<file path="config.mk">
export PLATFORM = sky130hd
export DESIGN_NAME = alu_bist
export DESIGN_NICKNAME = d
export VERILOG_FILES = /design/src/rtl/alu_bist.sv
export SDC_FILE = /design/constraint.sdc
export NUM_CORES = 1
export LEC_CHECK = 0
export CORE_MARGIN = 3
export CORE_UTILIZATION = 55
export DETAILED_ROUTE_END_ITERATION = 10
export GPL_ROUTABILITY_DRIVEN = 0
export GPL_TIMING_DRIVEN = 0
export PLACE_DENSITY = 0.8
export RECOVER_POWER = 100
export REMOVE_ABC_BUFFERS = 1
export SETUP_SLACK_MARGIN = 0.02
export SYNTH_ARGS = -nofsm -noshare
export SYNTH_HDL_FRONTEND = slang
export SYNTH_SLANG_ARGS = --single-unit
export TNS_END_PERCENT = 10
</file>
<file path="constraint.sdc">
create_clock -name clk -period 5.7 [get_ports clk]
set_input_delay 0.855 -clock clk [delete_from_list [all_inputs] [get_ports clk]]
set_output_delay 0.855 -clock clk [all_outputs]
set_load 0.005 [all_outputs]
</file>
<file path="src/rtl/alu_bist.sv">
// Built-in self-test initiator for the 32-bit ALU: drives LFSR vectors, checks results against a golden model.
// Optional ALU_BIST_CORNER_EN prepends 8 fixed corner vectors ahead of the random ones.
module alu_bist #(
  parameter int          NUM_VECTORS   = 64,
  parameter logic [31:0] SEED          = 32'hACE1_2345,
  parameter int          SETTLE_CYCLES = 1,
  parameter int          CNT_W         = 16
) (
  input  logic             clk,
  input  logic             reset,
  input  logic             start,
  output logic [31:0]      alu_a,
  output logic [31:0]      alu_b,
  output logic [2:0]       alu_f,
  input  logic [31:0]      alu_y,
  input  logic             alu_zero,
  output logic             busy,
  output logic             done,
  output logic             pass,
  output logic [CNT_W-1:0] fail_count,
  output logic             first_fail_valid,
  output logic [CNT_W-1:0] first_fail_idx,
  output logic [31:0]      first_fail_a,
  output logic [31:0]      first_fail_b,
  output logic [2:0]       first_fail_f
);

`ifdef ALU_BIST_CORNER_EN
  localparam int NCORNER = 8;
`else
  localparam int NCORNER = 0;
`endif
  localparam int          TOTAL       = NUM_VECTORS + NCORNER;
  localparam logic [31:0] LAST_IDX    = 32'(TOTAL - 1);
  localparam logic [31:0] SEED_EFF    = (SEED == 32'h0) ? 32'h1 : SEED;
  localparam logic [31:0] LFSR_MASK   = 32'h8020_0003;
  localparam logic [31:0] SETTLE_INIT = 32'(SETTLE_CYCLES);

  localparam logic [2:0] S_IDLE  = 3'd0;
  localparam logic [2:0] S_LOAD  = 3'd1;
  localparam logic [2:0] S_WAIT  = 3'd2;
  localparam logic [2:0] S_CHECK = 3'd3;
  localparam logic [2:0] S_DONE  = 3'd4;

  function automatic logic [31:0] lfsr_step(input logic [31:0] x);
    return (x >> 1) ^ (x[0] ? LFSR_MASK : 32'h0);
  endfunction

  function automatic logic [2:0] op_code(input logic [2:0] k);
    case (k)
      3'd0:    return 3'b000;
      3'd1:    return 3'b001;
      3'd2:    return 3'b010;
      3'd3:    return 3'b110;
      default: return 3'b111;
    endcase
  endfunction

  function automatic logic [31:0] golden(input logic [31:0] a, input logic [31:0] b,
                                         input logic [2:0] f);
    logic signed [31:0] sa;
    logic signed [31:0] sb;
    sa = a;
    sb = b;
    case (f)
      3'b000:  return a & b;
      3'b001:  return a | b;
      3'b010:  return a + b;
      3'b110:  return a - b;
      3'b111:  return (sa < sb) ? 32'h1 : 32'h0;
      default: return 32'h0;
    endcase
  endfunction

  function automatic logic [CNT_W-1:0] sat_inc(input logic [CNT_W-1:0] v);
    return (&v) ? v : v + CNT_W'(1);
  endfunction

`ifdef ALU_BIST_CORNER_EN
  function automatic logic [66:0] corner_vec(input logic [2:0] i);
    case (i)
      3'd0:    return {32'h0000_0000, 32'h0000_0000, 3'b010};
      3'd1:    return {32'h0000_0000, 32'hFFFF_FFFF, 3'b010};
      3'd2:    return {32'h0000_0001, 32'hFFFF_FFFF, 3'b010};
      3'd3:    return {32'h0000_00FF, 32'h0000_0001, 3'b010};
      3'd4:    return {32'h0000_0100, 32'h0000_0001, 3'b110};
      3'd5:    return {32'hFFFF_FFFF, 32'h0000_0000, 3'b111};
      3'd6:    return {32'h0000_0000, 32'hFFFF_FFFF, 3'b111};
      default: return {32'hFFFF_FFFF, 32'h1234_5678, 3'b000};
    endcase
  endfunction
`endif

  logic [2:0]       state_q, state_d;
  logic [31:0]      lfsr_q, lfsr_d;
  logic [31:0]      idx_q, idx_d;
  logic [2:0]       op_q, op_d;
  logic [31:0]      wait_q, wait_d;
  logic [31:0]      a_q, a_d, b_q, b_d;
  logic [2:0]       f_q, f_d;
  logic             busy_q, busy_d, done_q, done_d, pass_q, pass_d;
  logic [CNT_W-1:0] fail_q, fail_d;
  logic             ffv_q, ffv_d;
  logic [CNT_W-1:0] ffidx_q, ffidx_d;
  logic [31:0]      ffa_q, ffa_d, ffb_q, ffb_d;
  logic [2:0]       fff_q, fff_d;

  logic [31:0]      gold_y;
  logic             mism;
  logic [CNT_W-1:0] fail_next;

  assign gold_y    = golden(a_q, b_q, f_q);
  assign mism      = (alu_y != gold_y) || (alu_zero != (gold_y == 32'h0));
  assign fail_next = mism ? sat_inc(fail_q) : fail_q;

  always_comb begin
    state_d = state_q;
    lfsr_d  = lfsr_q;
    idx_d   = idx_q;
    op_d    = op_q;
    wait_d  = wait_q;
    a_d     = a_q;
    b_d     = b_q;
    f_d     = f_q;
    busy_d  = busy_q;
    done_d  = done_q;
    pass_d  = pass_q;
    fail_d  = fail_q;
    ffv_d   = ffv_q;
    ffidx_d = ffidx_q;
    ffa_d   = ffa_q;
    ffb_d   = ffb_q;
    fff_d   = fff_q;
    case (state_q)
      S_IDLE, S_DONE: begin
        if (start) begin
          lfsr_d  = SEED_EFF;
          idx_d   = 32'h0;
          op_d    = 3'd0;
          fail_d  = '0;
          ffv_d   = 1'b0;
          ffidx_d = '0;
          ffa_d   = 32'h0;
          ffb_d   = 32'h0;
          fff_d   = 3'b000;
          done_d  = 1'b0;
          pass_d  = 1'b0;
          busy_d  = 1'b1;
          state_d = S_LOAD;
        end
      end
      S_LOAD: begin
`ifdef ALU_BIST_CORNER_EN
        if (idx_q < 32'd8) begin
          {a_d, b_d, f_d} = corner_vec(idx_q[2:0]);
        end else begin
`endif
          // Random vectors consume two LFSR steps: one for each operand.
          a_d    = lfsr_q;
          b_d    = lfsr_step(lfsr_q);
          lfsr_d = lfsr_step(lfsr_step(lfsr_q));
          f_d    = op_code(op_q);
          op_d   = (op_q == 3'd4) ? 3'd0 : op_q + 3'd1;
`ifdef ALU_BIST_CORNER_EN
        end
`endif
        wait_d  = SETTLE_INIT;
        state_d = S_WAIT;
      end
      S_WAIT: begin
        wait_d = wait_q - 32'd1;
        if (wait_q == 32'd1) state_d = S_CHECK;
      end
      S_CHECK: begin
        fail_d = fail_next;
        if (mism && !ffv_q) begin
          ffv_d   = 1'b1;
          ffidx_d = idx_q[CNT_W-1:0];
          ffa_d   = a_q;
          ffb_d   = b_q;
          fff_d   = f_q;
        end
        if (idx_q == LAST_IDX) begin
          busy_d  = 1'b0;
          done_d  = 1'b1;
          pass_d  = (fail_next == '0);
          state_d = S_DONE;
        end else begin
          idx_d   = idx_q + 32'd1;
          state_d = S_LOAD;
        end
      end
      default: state_d = S_IDLE;
    endcase
  end

  always_ff @(posedge clk) begin
    if (reset) begin
      state_q <= S_IDLE;
      lfsr_q  <= SEED_EFF;
      idx_q   <= 32'h0;
      op_q    <= 3'd0;
      wait_q  <= 32'h0;
      a_q     <= 32'h0;
      b_q     <= 32'h0;
      f_q     <= 3'b000;
      busy_q  <= 1'b0;
      done_q  <= 1'b0;
      pass_q  <= 1'b0;
      fail_q  <= '0;
      ffv_q   <= 1'b0;
      ffidx_q <= '0;
      ffa_q   <= 32'h0;
      ffb_q   <= 32'h0;
      fff_q   <= 3'b000;
    end else begin
      state_q <= state_d;
      lfsr_q  <= lfsr_d;
      idx_q   <= idx_d;
      op_q    <= op_d;
      wait_q  <= wait_d;
      a_q     <= a_d;
      b_q     <= b_d;
      f_q     <= f_d;
      busy_q  <= busy_d;
      done_q  <= done_d;
      pass_q  <= pass_d;
      fail_q  <= fail_d;
      ffv_q   <= ffv_d;
      ffidx_q <= ffidx_d;
      ffa_q   <= ffa_d;
      ffb_q   <= ffb_d;
      fff_q   <= fff_d;
    end
  end

  assign alu_a            = a_q;
  assign alu_b            = b_q;
  assign alu_f            = f_q;
  assign busy             = busy_q;
  assign done             = done_q;
  assign pass             = pass_q;
  assign fail_count       = fail_q;
  assign first_fail_valid = ffv_q;
  assign first_fail_idx   = ffidx_q;
  assign first_fail_a     = ffa_q;
  assign first_fail_b     = ffb_q;
  assign first_fail_f     = fff_q;

endmodule

</file>
==> impl_metrics.sql <==
INSERT INTO impl_metrics (metric_group, metric, value, unit) VALUES
('cells_and_area', 'layout-drive-gt1-share', '8.34', '%'),
('worst_setup_path', 'crit_arrival', '6.02', 'ns'),
('worst_setup_path', 'cp.required', '6.13', 'ns'),
('route', 'drt_iter0_markers', '1440', ''),
('logic_synthesis', 'post-synth-top-area-cell', 'sky130_fd_sc_hd__dfxtp_1', ''),
('run_status', 'status', 'complete, but fails checks', ''),
('route', 'detail_route.wirelength', '48200', 'um'),
('clock_network', 'clock_insertion_delay_worst_skew', '0.49', 'ns'),
('worst_setup_path', 'timing.critical_path.fanout_max', '16', ''),
('min_path', 'hold_path.startpoint', 'lfsr_q[30]', ''),
('global_routing', 'grt_antenna_before_repair', '0', ''),
('logic_synthesis', 'synth_area_leaders', 'sky130_fd_sc_hd__dfxtp_1 (28%), sky130_fd_sc_hd__ha_1 (8.4%), sky130_fd_sc_hd__a21oi_1 (6.2%), sky130_fd_sc_hd__nand2_1 (5.4%), sky130_fd_sc_hd__nor2_1 (4.3%)', ''),
('placed_design', 'hpwl_detailed', '34100', 'um'),
('run_status', 'failing_checks', 'capacitance limit, slew limit', ''),
('sta', 'clock.fmax', '179', 'MHz'),
('clock_network', 'cts.path.max_buffers', '3', ''),
('route', 'drc', '0', ''),
('worst_setup_path', 'rr_startpoint', 'alu_a[0]', ''),
('sta', 'timing_hold_violations_final', '0', ''),
('global_routing', 'grt_max_degree', '115', ''),
('sta', 'min_period', '5.59', 'ns'),
('cells_and_area', 'num-nets-final', '2252', ''),
('logic_synthesis', 'mappedNetlistArea', '0.0154', 'mm^2'),
('clock_network', 'cts-htree-levels', '1', ''),
('cells_and_area', 'regArea', '0.00432', 'mm^2'),
('global_routing', 'grt_pass1_vias', '14800', ''),
('cells_and_area', 'multi_input_area', '0.0102', 'mm^2'),
('floorplan', 'number_of_core_rows', '60', ''),
('floorplan', 'core_area', '0.0273', 'mm^2'),
('power_and_ir_drop', 'static-leakage-power', '6.89', 'nW'),
('power_and_ir_drop', 'pwr_density_cell', '300', 'mW/mm^2'),
('route', 'vias', '15800', ''),
('logic_synthesis', 'synth_top_flop_cell', 'sky130_fd_sc_hd__dfxtp_1', ''),
('global_routing', 'global_route_wire_length_before_repair', '75300', 'um'),
('logic_synthesis', 'synth-edff-count', '0', ''),
('cells_and_area', 'stdcell_area', '0.0184', 'mm^2'),
('flow_run', 'maxCapViolCount', '1', ''),
('global_routing', 'grt-ovfl-total', '0', ''),
('global_routing', 'globalRouteTotalUtil', '29.6', '%'),
('sta', 'hold-worst-slack', '0.458', 'ns'),
('floorplan', 'die-area', '0.0301', 'mm^2'),
('sta', 'maxSlewViolCount', '80', ''),
('worst_setup_path', 'cp-start-kind', 'flip-flop', ''),
('min_path', 'timing.hold.worst_path_depth', '2', ''),
('sta', 'tightestPinTransition', '2.62', 'ns'),
('clock_network', 'clock_root_cell', 'sky130_fd_sc_hd__clkbuf_16', ''),
('floorplan', 'die-height', '173', 'um'),
('placed_design', 'place.port_buffers', '205', ''),
('logic_synthesis', 'postSynth.asyncResetShare', '0', '%'),
('placed_design', 'placement.cell_area', '0.0172', 'mm^2'),
('logic_synthesis', 'synth.ff_latch_count', '214', ''),
('cells_and_area', 'layout.filler_cells', '2305', ''),
('logic_synthesis', 'synthCells', '2025', ''),
('cells_and_area', 'syn_to_final_growth', '19.2', '%'),
('logic_synthesis', 'post-synth-top-area-fraction', '27.8', '%'),
('worst_setup_path', 'crit_path_end_kind', 'flip-flop', ''),
('logic_synthesis', 'sequential_element_share_of_the_synthesized_area', '27.8', '%'),
('worst_setup_path', 'register_to_register_path_depth', '21', ''),
('worst_setup_path', 'startpoint', 'alu_a[0]', ''),
('clock_network', 'cts-buffers-inserted', '21', ''),
('floorplan', 'initial_utilization', '56.6', '%'),
('sta', 'setup_viol_count_final', '0', ''),
('sta', 'setup_repair_after_global_routing_missed_its_margin', 'true', ''),
('route', 'routedWlPerCell', '19.3', 'um'),
('route', 'dr.pass1.iters', '7', ''),
('route', 'ant_nets', '0', ''),
('min_path', 'hold_path_class', 'reg2reg', ''),
('worst_setup_path', 'setup.worst_path.class', 'reg2reg', ''),
('logic_synthesis', 'ys.warnings.count', '0', ''),
('floorplan', 'die_width', '173', 'um'),
('sta', 'worst_clock_skew', '0.00961', 'ns');
==> synth_stat cells, types with 6 or more instances <==
| library cell | instances |
|---|---|
| sky130_fd_sc_hd__nand2_1 | 221 |
| sky130_fd_sc_hd__dfxtp_1 | 214 |
| sky130_fd_sc_hd__a21oi_1 | 192 |
| sky130_fd_sc_hd__nor2_1 | 176 |
| sky130_fd_sc_hd__ha_1 | 104 |
| sky130_fd_sc_hd__inv_1 | 103 |
| sky130_fd_sc_hd__clkbuf_1 | 88 |
| sky130_fd_sc_hd__nand3_1 | 86 |
| sky130_fd_sc_hd__buf_4 | 58 |
| sky130_fd_sc_hd__o21ai_0 | 58 |
| sky130_fd_sc_hd__mux2i_1 | 42 |
| sky130_fd_sc_hd__xor2_1 | 42 |
| sky130_fd_sc_hd__nor3_1 | 41 |
| sky130_fd_sc_hd__xnor2_1 | 40 |
| sky130_fd_sc_hd__nand2b_1 | 38 |
| sky130_fd_sc_hd__nand4_1 | 30 |
| sky130_fd_sc_hd__o211ai_1 | 30 |
| sky130_fd_sc_hd__nor4_1 | 29 |
| sky130_fd_sc_hd__a22o_1 | 28 |
| sky130_fd_sc_hd__or3_1 | 27 |
| sky130_fd_sc_hd__a211oi_1 | 25 |
| sky130_fd_sc_hd__nor2b_1 | 25 |
| sky130_fd_sc_hd__o22ai_1 | 23 |
| sky130_fd_sc_hd__and3_1 | 18 |
| sky130_fd_sc_hd__buf_2 | 18 |
| sky130_fd_sc_hd__or4_1 | 16 |
| sky130_fd_sc_hd__a21o_1 | 15 |
| sky130_fd_sc_hd__o31ai_1 | 15 |
| sky130_fd_sc_hd__or2_2 | 15 |
| sky130_fd_sc_hd__a31oi_1 | 14 |
| sky130_fd_sc_hd__and2_1 | 11 |
| sky130_fd_sc_hd__o311ai_0 | 10 |
| sky130_fd_sc_hd__a221oi_1 | 9 |
| sky130_fd_sc_hd__o221ai_1 | 9 |
| sky130_fd_sc_hd__buf_1 | 8 |
| sky130_fd_sc_hd__nand3b_1 | 8 |
| sky130_fd_sc_hd__o21a_1 | 8 |
| sky130_fd_sc_hd__o21bai_1 | 8 |
| sky130_fd_sc_hd__a2111oi_0 | 7 |
| sky130_fd_sc_hd__a221o_1 | 7 |
| sky130_fd_sc_hd__a311oi_1 | 7 |
| sky130_fd_sc_hd__mux2_2 | 6 |
| sky130_fd_sc_hd__nand4b_1 | 6 |
==> logic make-up after synthesis <==
family | count (synthesis) | synth area share, %
and+or+nand+nor | 766 | 24.2
adders and majority gates | 106 | 8.70
xor gates and xnor gates | 82 | 4.66
DFF | 214 | 27.8
AOI/OAI and AO/OA | 532 | 23.1
muxes | 48 | 3.16
buffers and inverters | 277 | 8.40
==> per-stage QoR <==
stage	TNS (ns)	power (mW)	util [%]	std cells	worst slack, ns
CTS	0	5.38	66.5	2480	0.0202
finish	0	5.52	67.5	2494	0.108
global route	-0.0722	5.80	67.5	2494	-0.0722
global placement	-383.16	3.86	62.5	2428	-5.57
floorplan	-48.46	3.20	-	1851	-1.24
detailed placement	-124.17	3.93	63.1	2437	-2.12
==> where the power goes <==
group | internal (mW) | leakage (nW) | switching, mW
logic | 0.922 | 4.81 | 1.45
registers | 1.61 | 1.74 | 0.178
clock network | 0.808 | 0.336 | 0.559
==> cell usage in the layout, fill, tap and decap left out, types with 38 or more instances in the layout <==
cell | Yosys | routed
sky130_fd_sc_hd__a21oi_1 | 192 | 187
sky130_fd_sc_hd__nand2b_1 | 38 | 38
sky130_fd_sc_hd__o21ai_0 | 58 | 54
sky130_fd_sc_hd__xnor2_1 | 40 | 40
sky130_fd_sc_hd__mux2i_1 | 42 | 42
sky130_fd_sc_hd__nor3_1 | 41 | 39
sky130_fd_sc_hd__nor2_1 | 176 | 172
sky130_fd_sc_hd__nand2_1 | 221 | 220
sky130_fd_sc_hd__dlygate4sd3_1 | 0 | 75
sky130_fd_sc_hd__clkdlybuf4s50_1 | 0 | 129
sky130_fd_sc_hd__nand3_1 | 86 | 86
sky130_fd_sc_hd__dfxtp_1 | 214 | 195
sky130_fd_sc_hd__inv_1 | 103 | 103
sky130_fd_sc_hd__xor2_1 | 42 | 42
sky130_fd_sc_hd__ha_1 | 104 | 86
==> worst paths after layout <==
kind                              endpoint  slack [ns]
worst max-delay path                  pass        0.11
worst min-delay path            lfsr_q[30]        0.46
worst max register to register        pass        0.11
worst min register to register  lfsr_q[30]        0.46
==> metal layers <==
layer	GRT usage, %	part of all wire, %
met2	50.1	47
met5	0	0
met4	13.3	4.7
met3	4.45	9.3
met1	37.3	39
==> layout make-up <==
type / instances / area share [%]
repair buffers: 234 / 12.8
well taps: 372 / 2.53
clock buffers: 29 / 3.40
flip-flops and latches: 214 / 23.5
inverters: 103 / 2.10
multi-input cells: 1536 / 55.3
clock inverters: 6 / 0.327
==> worst max-delay path, cell delays in order (launching register included) <==
cell                        delay [ns]
sky130_fd_sc_hd__dfxtp_4          0.40
sky130_fd_sc_hd__inv_1            0.11
sky130_fd_sc_hd__ha_2             0.24
sky130_fd_sc_hd__fa_1             0.40
sky130_fd_sc_hd__or2_2            0.34
sky130_fd_sc_hd__a211o_4          0.37
sky130_fd_sc_hd__a211oi_4         0.30
sky130_fd_sc_hd__o21a_1           0.26
sky130_fd_sc_hd__a41o_1           0.32
sky130_fd_sc_hd__a21oi_2          0.14
sky130_fd_sc_hd__o22a_2           0.26
sky130_fd_sc_hd__nor4_4           0.30
sky130_fd_sc_hd__nand4_1          0.16
sky130_fd_sc_hd__nor3_2           0.25
sky130_fd_sc_hd__and3_4           0.23
sky130_fd_sc_hd__o31ai_4          0.07
sky130_fd_sc_hd__buf_6            0.15
sky130_fd_sc_hd__buf_6            0.15
sky130_fd_sc_hd__and2_4           0.18
sky130_fd_sc_hd__or3_1            0.36
sky130_fd_sc_hd__a2111oi_4        0.38
sky130_fd_sc_hd__a32o_1           0.17
==> sequential cells by signal (all words and copies together) (netlist names) <==
name              cells
idx_q                32
lfsr_q               32
wait_q               32
alu_a                31
first_fail_a         31
fail_count           16
first_fail_idx       16
alu_b                 4
first_fail_b          4
alu_f                 3
first_fail_f          3
op_q                  3
state_q               3
busy                  1
done                  1
first_fail_valid      1
pass                  1
==> what timing repair did <==
action                     4_1_cts  5_1_grt
gates cloned                     2        0
setup buffers                    6       14
setup endpoints to repair       72       69
hold buffers                     0        0
resized for setup               51       46
pin swaps                        8       12
Power figures use the tool's default switching activity.
